<file path="src/rtl/td4_seq_if.sv">
// Bus bundle between the TD4 sequencer and its datapath/ROM.
// master = sequencer side, slave = datapath/ROM side.
// Optional macro TD4_ILLEGAL_HALT_EN adds the trap signal.
interface td4_seq_if #(
  parameter int unsigned CNT_W = 8
);
  logic             run;
  logic             step;
  logic [7:0]       instr;
  logic             alu_cout;
  logic [3:0]       pc;
  logic [1:0]       sel;
  logic [3:0]       imm;
  logic             ld_a;
  logic             ld_b;
  logic             ld_out;
  logic             carry;
  logic             busy;
  logic [CNT_W-1:0] retired;

`ifdef TD4_ILLEGAL_HALT_EN
  logic             trap;

  modport master (
    input  run, step, instr, alu_cout,
    output pc, sel, imm, ld_a, ld_b, ld_out, carry, busy, retired, trap
  );

  modport slave (
    output run, step, instr, alu_cout,
    input  pc, sel, imm, ld_a, ld_b, ld_out, carry, busy, retired, trap
  );
`else
  modport master (
    input  run, step, instr, alu_cout,
    output pc, sel, imm, ld_a, ld_b, ld_out, carry, busy, retired
  );

  modport slave (
    output run, step, instr, alu_cout,
    input  pc, sel, imm, ld_a, ld_b, ld_out, carry, busy, retired
  );
`endif
endinterface

</file>
<file path="src/rtl/td4_seq.sv">
// TD4 instruction sequencer / control unit.
// Owns pc, carry, IR and the retired counter; fetches from the program ROM,
// decodes, and drives ALU source select, immediate and register-load strobes.
// Optional macro TD4_ILLEGAL_HALT_EN: undefined opcodes enter a sticky TRAP
// state instead of executing as NOPs.
module td4_seq #(
  parameter int unsigned ROM_LAT = 1,  // cycles from pc change to valid instr, >= 1
  parameter int unsigned CNT_W   = 8
) (
  input logic       clk,
  input logic       rst,
  td4_seq_if.master bus
);

  localparam int unsigned FetchW = (ROM_LAT > 1) ? $clog2(ROM_LAT) : 1;
  localparam logic [FetchW-1:0] FetchLast = FetchW'(ROM_LAT - 1);

  // Load strobe mask, ordered {ld_a, ld_b, ld_out}
  localparam logic [2:0] LdA   = 3'b100;
  localparam logic [2:0] LdB   = 3'b010;
  localparam logic [2:0] LdOut = 3'b001;

  typedef enum logic [1:0] {
    StHalt,
    StFetch,
    StExec,
    StTrap
  } state_e;

  state_e           state_q, state_d;
  logic [FetchW-1:0] fcnt_q, fcnt_d;
  logic [3:0]       pc_q, pc_d;
  logic             carry_q, carry_d;
  logic [7:0]       ir_q, ir_d;
  logic [CNT_W-1:0] retired_q, retired_d;

  logic [3:0] op;
  logic [1:0] dec_sel;
  logic [2:0] dec_ld;
  logic       is_alu;
  logic       is_jnc;
  logic       is_jmp;
  logic [2:0] ld;

  assign op = ir_q[7:4];

  // Opcode decode: ALU source, target register, and instruction class
  always_comb begin
    dec_sel = 2'b11;
    dec_ld  = 3'b000;
    is_alu  = 1'b0;
    is_jnc  = 1'b0;
    is_jmp  = 1'b0;
    case (op)
      4'h0: begin dec_sel = 2'b00; dec_ld = LdA;   is_alu = 1'b1; end
      4'h1: begin dec_sel = 2'b01; dec_ld = LdA;   is_alu = 1'b1; end
      4'h2: begin dec_sel = 2'b10; dec_ld = LdA;   is_alu = 1'b1; end
      4'h3: begin dec_sel = 2'b11; dec_ld = LdA;   is_alu = 1'b1; end
      4'h4: begin dec_sel = 2'b00; dec_ld = LdB;   is_alu = 1'b1; end
      4'h5: begin dec_sel = 2'b01; dec_ld = LdB;   is_alu = 1'b1; end
      4'h6: begin dec_sel = 2'b10; dec_ld = LdB;   is_alu = 1'b1; end
      4'h7: begin dec_sel = 2'b11; dec_ld = LdB;   is_alu = 1'b1; end
      4'h9: begin dec_sel = 2'b01; dec_ld = LdOut; is_alu = 1'b1; end
      4'hB: begin dec_sel = 2'b11; dec_ld = LdOut; is_alu = 1'b1; end
      4'hE: is_jnc = 1'b1;
      4'hF: is_jmp = 1'b1;
      default: ;  // 8, A, C, D: undefined
    endcase
  end

`ifdef TD4_ILLEGAL_HALT_EN
  logic illegal;
  assign illegal = !(is_alu || is_jnc || is_jmp);
`endif

  // Next-state logic: fetch sequencing and architectural updates at EXEC end
  always_comb begin
    state_d   = state_q;
    fcnt_d    = fcnt_q;
    pc_d      = pc_q;
    carry_d   = carry_q;
    ir_d      = ir_q;
    retired_d = retired_q;
    case (state_q)
      StHalt: begin
        // busy is 0 here, so this is the only place step is honoured
        if (bus.run || bus.step) begin
          state_d = StFetch;
          fcnt_d  = '0;
        end
      end
      StFetch: begin
        if (fcnt_q == FetchLast) begin
          ir_d    = bus.instr;
          state_d = StExec;
        end else begin
          fcnt_d = fcnt_q + FetchW'(1);
        end
      end
      StExec: begin
        retired_d = retired_q + CNT_W'(1);
        pc_d      = pc_q + 4'd1;
        // Jumps and undefined opcodes clear carry; JNC tests the old value
        carry_d   = is_alu ? bus.alu_cout : 1'b0;
        if (is_jmp || (is_jnc && !carry_q)) begin
          pc_d = ir_q[3:0];
        end
        fcnt_d  = '0;
        state_d = bus.run ? StFetch : StHalt;
`ifdef TD4_ILLEGAL_HALT_EN
        if (illegal) begin
          pc_d      = pc_q;
          carry_d   = carry_q;
          retired_d = retired_q;
          state_d   = StTrap;
        end
`endif
      end
`ifdef TD4_ILLEGAL_HALT_EN
      StTrap: state_d = StTrap;  // only rst leaves
`endif
      default: state_d = StHalt;
    endcase
  end

  // State registers with synchronous reset
  always_ff @(posedge clk) begin
    if (rst) begin
      state_q   <= StHalt;
      fcnt_q    <= '0;
      pc_q      <= 4'd0;
      carry_q   <= 1'b0;
      ir_q      <= 8'h00;
      retired_q <= '0;
    end else begin
      state_q   <= state_d;
      fcnt_q    <= fcnt_d;
      pc_q      <= pc_d;
      carry_q   <= carry_d;
      ir_q      <= ir_d;
      retired_q <= retired_d;
    end
  end

  // Load strobes: only in EXEC, and never in a reset cycle
  always_comb begin
    ld = 3'b000;
    if ((state_q == StExec) && !rst) begin
      ld = dec_ld;
    end
  end

  assign bus.ld_a    = ld[2];
  assign bus.ld_b    = ld[1];
  assign bus.ld_out  = ld[0];
  assign bus.sel     = dec_sel;
  assign bus.imm     = ir_q[3:0];
  assign bus.pc      = pc_q;
  assign bus.carry   = carry_q;
  assign bus.busy    = (state_q == StFetch) || (state_q == StExec);
  assign bus.retired = retired_q;
`ifdef TD4_ILLEGAL_HALT_EN
  assign bus.trap    = (state_q == StTrap);
`endif

endmodule

</file>
<file path="src/flat_wrapper.sv">
// flat-port wrapper written by rule: the top's interface ports become plain ports
module td4_seq_flat 
#(
  parameter int unsigned ROM_LAT = 1,                                               
  parameter int unsigned CNT_W   = 8
)
  (clk, rst, bus_run, bus_step, bus_instr, bus_alu_cout, bus_pc, bus_sel, bus_imm, bus_ld_a, bus_ld_b, bus_ld_out, bus_carry, bus_busy, bus_retired);
  td4_seq_if #(.CNT_W(CNT_W)) bus_i ();
  input logic clk;
  input logic rst;
  input wire logic [$bits(bus_i.run)-1:0] bus_run;
  input wire logic [$bits(bus_i.step)-1:0] bus_step;
  input wire logic [$bits(bus_i.instr)-1:0] bus_instr;
  input wire logic [$bits(bus_i.alu_cout)-1:0] bus_alu_cout;
  output wire logic [$bits(bus_i.pc)-1:0] bus_pc;
  output wire logic [$bits(bus_i.sel)-1:0] bus_sel;
  output wire logic [$bits(bus_i.imm)-1:0] bus_imm;
  output wire logic [$bits(bus_i.ld_a)-1:0] bus_ld_a;
  output wire logic [$bits(bus_i.ld_b)-1:0] bus_ld_b;
  output wire logic [$bits(bus_i.ld_out)-1:0] bus_ld_out;
  output wire logic [$bits(bus_i.carry)-1:0] bus_carry;
  output wire logic [$bits(bus_i.busy)-1:0] bus_busy;
  output wire logic [$bits(bus_i.retired)-1:0] bus_retired;
  assign bus_i.run = bus_run;
  assign bus_i.step = bus_step;
  assign bus_i.instr = bus_instr;
  assign bus_i.alu_cout = bus_alu_cout;
  assign bus_pc = bus_i.pc;
  assign bus_sel = bus_i.sel;
  assign bus_imm = bus_i.imm;
  assign bus_ld_a = bus_i.ld_a;
  assign bus_ld_b = bus_i.ld_b;
  assign bus_ld_out = bus_i.ld_out;
  assign bus_carry = bus_i.carry;
  assign bus_busy = bus_i.busy;
  assign bus_retired = bus_i.retired;
  td4_seq #(.ROM_LAT(ROM_LAT), .CNT_W(CNT_W)) u_core (.clk(clk), .rst(rst), .bus(bus_i));
endmodule
</file>
<file path="config.mk">
export PLATFORM = sky130hd
export DESIGN_NAME = td4_seq_flat
export DESIGN_NICKNAME = d
export VERILOG_FILES = /design/src/rtl/td4_seq_if.sv /design/src/rtl/td4_seq.sv /design/src/flat_wrapper.sv
export SDC_FILE = /design/constraint.sdc
export NUM_CORES = 1
export LEC_CHECK = 0
export CORE_ASPECT_RATIO = 1.1
export CORE_MARGIN = 2
export CORE_UTILIZATION = 30
export DETAILED_ROUTE_END_ITERATION = 6
export PLACE_DENSITY = 0.52
export SYNTH_ARGS = -nofsm -noshare
export SYNTH_HDL_FRONTEND = slang
export SYNTH_SLANG_ARGS = --single-unit
</file>
<file path="constraint.sdc">
create_clock -name clk -period 2.6 [get_ports clk]
set_input_delay 0.52 -clock clk [delete_from_list [all_inputs] [get_ports clk]]
set_output_delay 0.52 -clock clk [all_outputs]
set_load 0.05 [all_outputs]
</file>
==> metrics.txt <==
# TYPE chip_impl_metric gauge
chip_impl_metric{name="synthesis.instances",unit=""} 128
chip_impl_metric{name="cts_setup_buffers",unit=""} 0
chip_impl_metric{name="max_clock_freq",unit="MHz"} 422
chip_impl_info{name="clk_root_buffer_cell",value="clkbuf_8"} 1
chip_impl_metric{name="initial_drc_count",unit=""} 26
chip_impl_metric{name="slew_headroom",unit="%"} 63.4
chip_impl_metric{name="max-clock-path-buffers",unit=""} 2
chip_impl_info{name="run_status",value="completed"} 1
chip_impl_metric{name="global_route_wire_length_before_repair",unit="µm"} 4630
chip_impl_metric{name="layout-area-overhead-vs-synth",unit="%"} 39.3
chip_impl_metric{name="sequential_to_total_area_share_from_yosys_stat",unit="%"} 39.4
chip_impl_info{name="cts_tree",value="done"} 1
chip_impl_metric{name="hold_violations",unit=""} 0
chip_impl_metric{name="fin_setup_tns",unit="ps"} 0
chip_impl_metric{name="detail-route-antenna-nets",unit=""} 0
chip_impl_info{name="worstSetupStartpointType",value="flop"} 1
chip_impl_metric{name="critical_path.n_buffers_inverters",unit=""} 2
chip_impl_metric{name="synth.yosys.warnings",unit=""} 0
chip_impl_metric{name="worst_ir_drop_vdd",unit="µV"} 238
chip_impl_metric{name="hpwl_after_dpl",unit="µm"} 1950
chip_impl_metric{name="detailroute.via_count",unit=""} 998
chip_impl_metric{name="min_period_over_period",unit="%"} 91.0
chip_impl_info{name="setup_repair_after_global_routing_missed_its_margin",value="no"} 1
chip_impl_metric{name="area_of_the_mapped_netlist",unit="µm²"} 1170
chip_impl_metric{name="number_of_flops_mapped_to_enable_cells_by_yosys",unit=""} 0
chip_impl_metric{name="cts.htree.levels",unit=""} 1
chip_impl_metric{name="tritoncts.num_buffers",unit=""} 3
chip_impl_metric{name="fp.dieW",unit="µm"} 63.5
chip_impl_metric{name="cts.sinks",unit=""} 23
chip_impl_info{name="commonest_cells_post_synth",value="23 x dfxtp_1, 15 x nor2_1, 10 x mux2i_1"} 1
chip_impl_metric{name="ioPinCount",unit=""} 36
chip_impl_metric{name="postSynthAreaPerCell",unit="µm²"} 9.12
chip_impl_metric{name="overflow",unit=""} 0
chip_impl_metric{name="multi_input_area",unit="µm²"} 654
chip_impl_metric{name="floorplan.initialDensity",unit="%"} 31.7
chip_impl_info{name="cpMaxStageDelayCell",value="clkdlybuf4s50_1"} 1
chip_impl_metric{name="count_of_input_and_output_buffers",unit=""} 35
chip_impl_metric{name="maxSlewViolCount",unit=""} 0
chip_impl_metric{name="fin_worst_hold_slack",unit="ps"} 488
chip_impl_metric{name="final.fill_count",unit=""} 388
chip_impl_metric{name="timing_worst_slew_pin_value",unit="ps"} 549
chip_impl_info{name="post-synth-top-count-cell",value="dfxtp_1"} 1
chip_impl_metric{name="period_needed",unit="ps"} 2370
chip_impl_info{name="post_synth_main_area_contributors",value="dfxtp_1 39%, mux2i_1 8.6%, ha_1 7.5%"} 1
chip_impl_metric{name="synth_nets",unit=""} 148
chip_impl_metric{name="skew",unit="ps"} 0.657
chip_impl_metric{name="pin_count_of_the_biggest_net_entering_global_routing",unit=""} 24
chip_impl_info{name="criticalPathCategory",value="reg -> out"} 1
chip_impl_metric{name="global_route.usage.total",unit="%"} 12.6
chip_impl_info{name="critPathTopFamily",value="buffers and inverters"} 1
chip_impl_metric{name="routedWlPerCell",unit="µm"} 12.5
chip_impl_metric{name="ys_async_sr_fraction",unit="%"} 0
chip_impl_metric{name="initial_antenna_violation_count",unit=""} 0
chip_impl_metric{name="insertedDiodeCount",unit=""} 0
chip_impl_info{name="chain_of_cells_forming_the_critical_path",value="inv_1 -> ha_1 -> clkdlybuf4s50_1"} 1
chip_impl_metric{name="routed_wire_length",unit="µm"} 2610
chip_impl_metric{name="first_pass_iters",unit=""} 4
chip_impl_metric{name="cts_resized",unit=""} 0
chip_impl_info{name="synth_top_area_cell",value="dfxtp_1"} 1
chip_impl_metric{name="regArea",unit="µm²"} 460
chip_impl_metric{name="core_area",unit="µm²"} 3680
chip_impl_metric{name="yosys.cell_types.count",unit=""} 34
chip_impl_info{name="worst_hold_path_type",value="reg -> reg"} 1
chip_impl_metric{name="final_layout_size_suffix_gt1_share",unit="%"} 8.81
chip_impl_metric{name="die_area",unit="µm²"} 4410
chip_impl_metric{name="worst_path_largest_cell_delay",unit="ps"} 800
chip_impl_info{name="worst_setup_path_end_kind",value="primary output"} 1
chip_impl_metric{name="drc_errors",unit=""} 0
chip_impl_metric{name="critical_path_arrival",unit="ps"} 1850
chip_impl_metric{name="cp_data_required_time",unit="ps"} 2080
chip_impl_metric{name="setup_viol",unit=""} 0
chip_impl_metric{name="maxCapViolations",unit=""} 0
chip_impl_metric{name="leakagePower",unit="nW"} 0.589
chip_impl_metric{name="worst_setup_hold_path_clk_slew",unit="ps"} 80
chip_impl_metric{name="synth_seq_cells",unit=""} 23
chip_impl_metric{name="cts_hold_repair.buffers",unit=""} 0
chip_impl_metric{name="worst_path_maximum_fanout",unit=""} 5
chip_impl_metric{name="power.density_cell_area",unit="nW/µm²"} 530
chip_impl_metric{name="layout_net_count",unit=""} 180
chip_impl_info{name="synthFlopType",value="dfxtp_1"} 1
chip_impl_metric{name="globalplace.congestion",unit=""} 0.756
chip_impl_metric{name="mean_number_of_vias_per_cell",unit=""} 4.78
chip_impl_metric{name="die_h",unit="µm"} 69.4
chip_impl_metric{name="worstSkewPairLatency",unit="ps"} 260
chip_impl_metric{name="row_count",unit=""} 23
chip_impl_metric{name="grt_pass1_vias",unit=""} 1034
chip_impl_metric{name="yosys.area.top_type_share",unit="%"} 39.4
[flip-flops by register name (all words and copies together), names as in the netlist]
signal and flops:
u_core.bus.retired 8, u_core.ir_q 8, u_core.bus.pc 4, u_core.state_q 2, u_core.bus.carry 1
[worst paths after layout]
check | start | endpoint | slack [ps] | cells past startpoint
worst max register to register | u_core.state_q[0]$_SDFFE_PP0P_ | u_core.bus.retired[7]$_SDFFE_PP0N_ | 730 | 6
worst max-delay path | u_core.state_q[0]$_SDFFE_PP0P_ | bus_busy | 230 | 3
worst min register to register | u_core.bus.retired[7]$_SDFFE_PP0N_ | u_core.bus.retired[7]$_SDFFE_PP0N_ | 490 | 2
worst min-delay path | u_core.bus.retired[7]$_SDFFE_PP0N_ | u_core.bus.retired[7]$_SDFFE_PP0N_ | 490 | 2
[layout by cell type, fill, tap and decap left out, types with 2 or more instances in the layout]
cell / Yosys / layout
nand2_1: 6 / 6
buf_12: 0 / 3
nand3_1: 4 / 4
nand4_1: 4 / 4
xor2_1: 3 / 3
inv_1: 2 / 2
nand2b_1: 6 / 6
or3_1: 2 / 2
dfxtp_1: 23 / 23
o21ai_0: 5 / 5
nor2_1: 15 / 15
a21oi_1: 5 / 5
clkdlybuf4s50_1: 0 / 32
a31oi_1: 3 / 3
a21o_1: 3 / 3
clkbuf_8: 0 / 3
mux2i_1: 10 / 10
ha_1: 7 / 7
buf_4: 6 / 2
nor2b_1: 4 / 4
nor4bb_2: 0 / 2
[worst register-to-register path: stages, from the launching register on]
cell	delay (ps)
dfxtp_1	360
inv_1	100
ha_1	320
buf_4	260
nand3_2	110
or4_1	510
a21oi_1	140
[metrics by stage]
step	cell area [µm²]	power (mW)	setup slack (ps)	cells	utilization, %
after CTS	1630	0.877	214	209	44.2
final	1630	0.862	233	209	44.2
after global routing	1630	0.909	136	209	44.2
after detailed placement	1580	0.648	418	205	42.9
after global placement	1580	0.644	421	205	42.9
after floorplan	1190	0.574	42.0	128	-
[per-layer routing]
layer | routed length (µm) | up-vias | track usage [%]
li1 | - | 510 | -
met1 | 1210 | 472 | 16.0
met2 | 1330 | 16 | 21.8
met3 | 65 | 0 | 2.11
met4 | 0 | 0 | 3.62
met5 | 0 | - | 0
[logic make-up after synthesis]
group	count (synthesis)	synth area share, %
AND/OR/NAND/NOR	50	23.5
flip-flops	23	39.4
AO/OA/AOI/OAI	22	11.9
buffers and inverters	12	6.11
multiplexers	10	8.57
adder cells (fa/ha/maj)	7	7.50
XOR/XNOR	4	3.00
[cell type report]
class / instances / area share, %
clock buffers: 3 / 2.54
clock inverters: 1 / 0.308
inverters: 2 / 0.462
multi-input cells: 93 / 40.2
flip-flops and latches: 23 / 28.3
well taps: 50 / 3.85
repair buffers: 37 / 24.3
[power breakdown]
part           internal (mW)  leakage, nW  total (mW)  switching [mW]
combinational          0.100        0.376       0.237           0.137
clock                  0.107       0.0255       0.225           0.118
sequential             0.374        0.187       0.399          0.0256
Power figures use the tool's default switching activity.
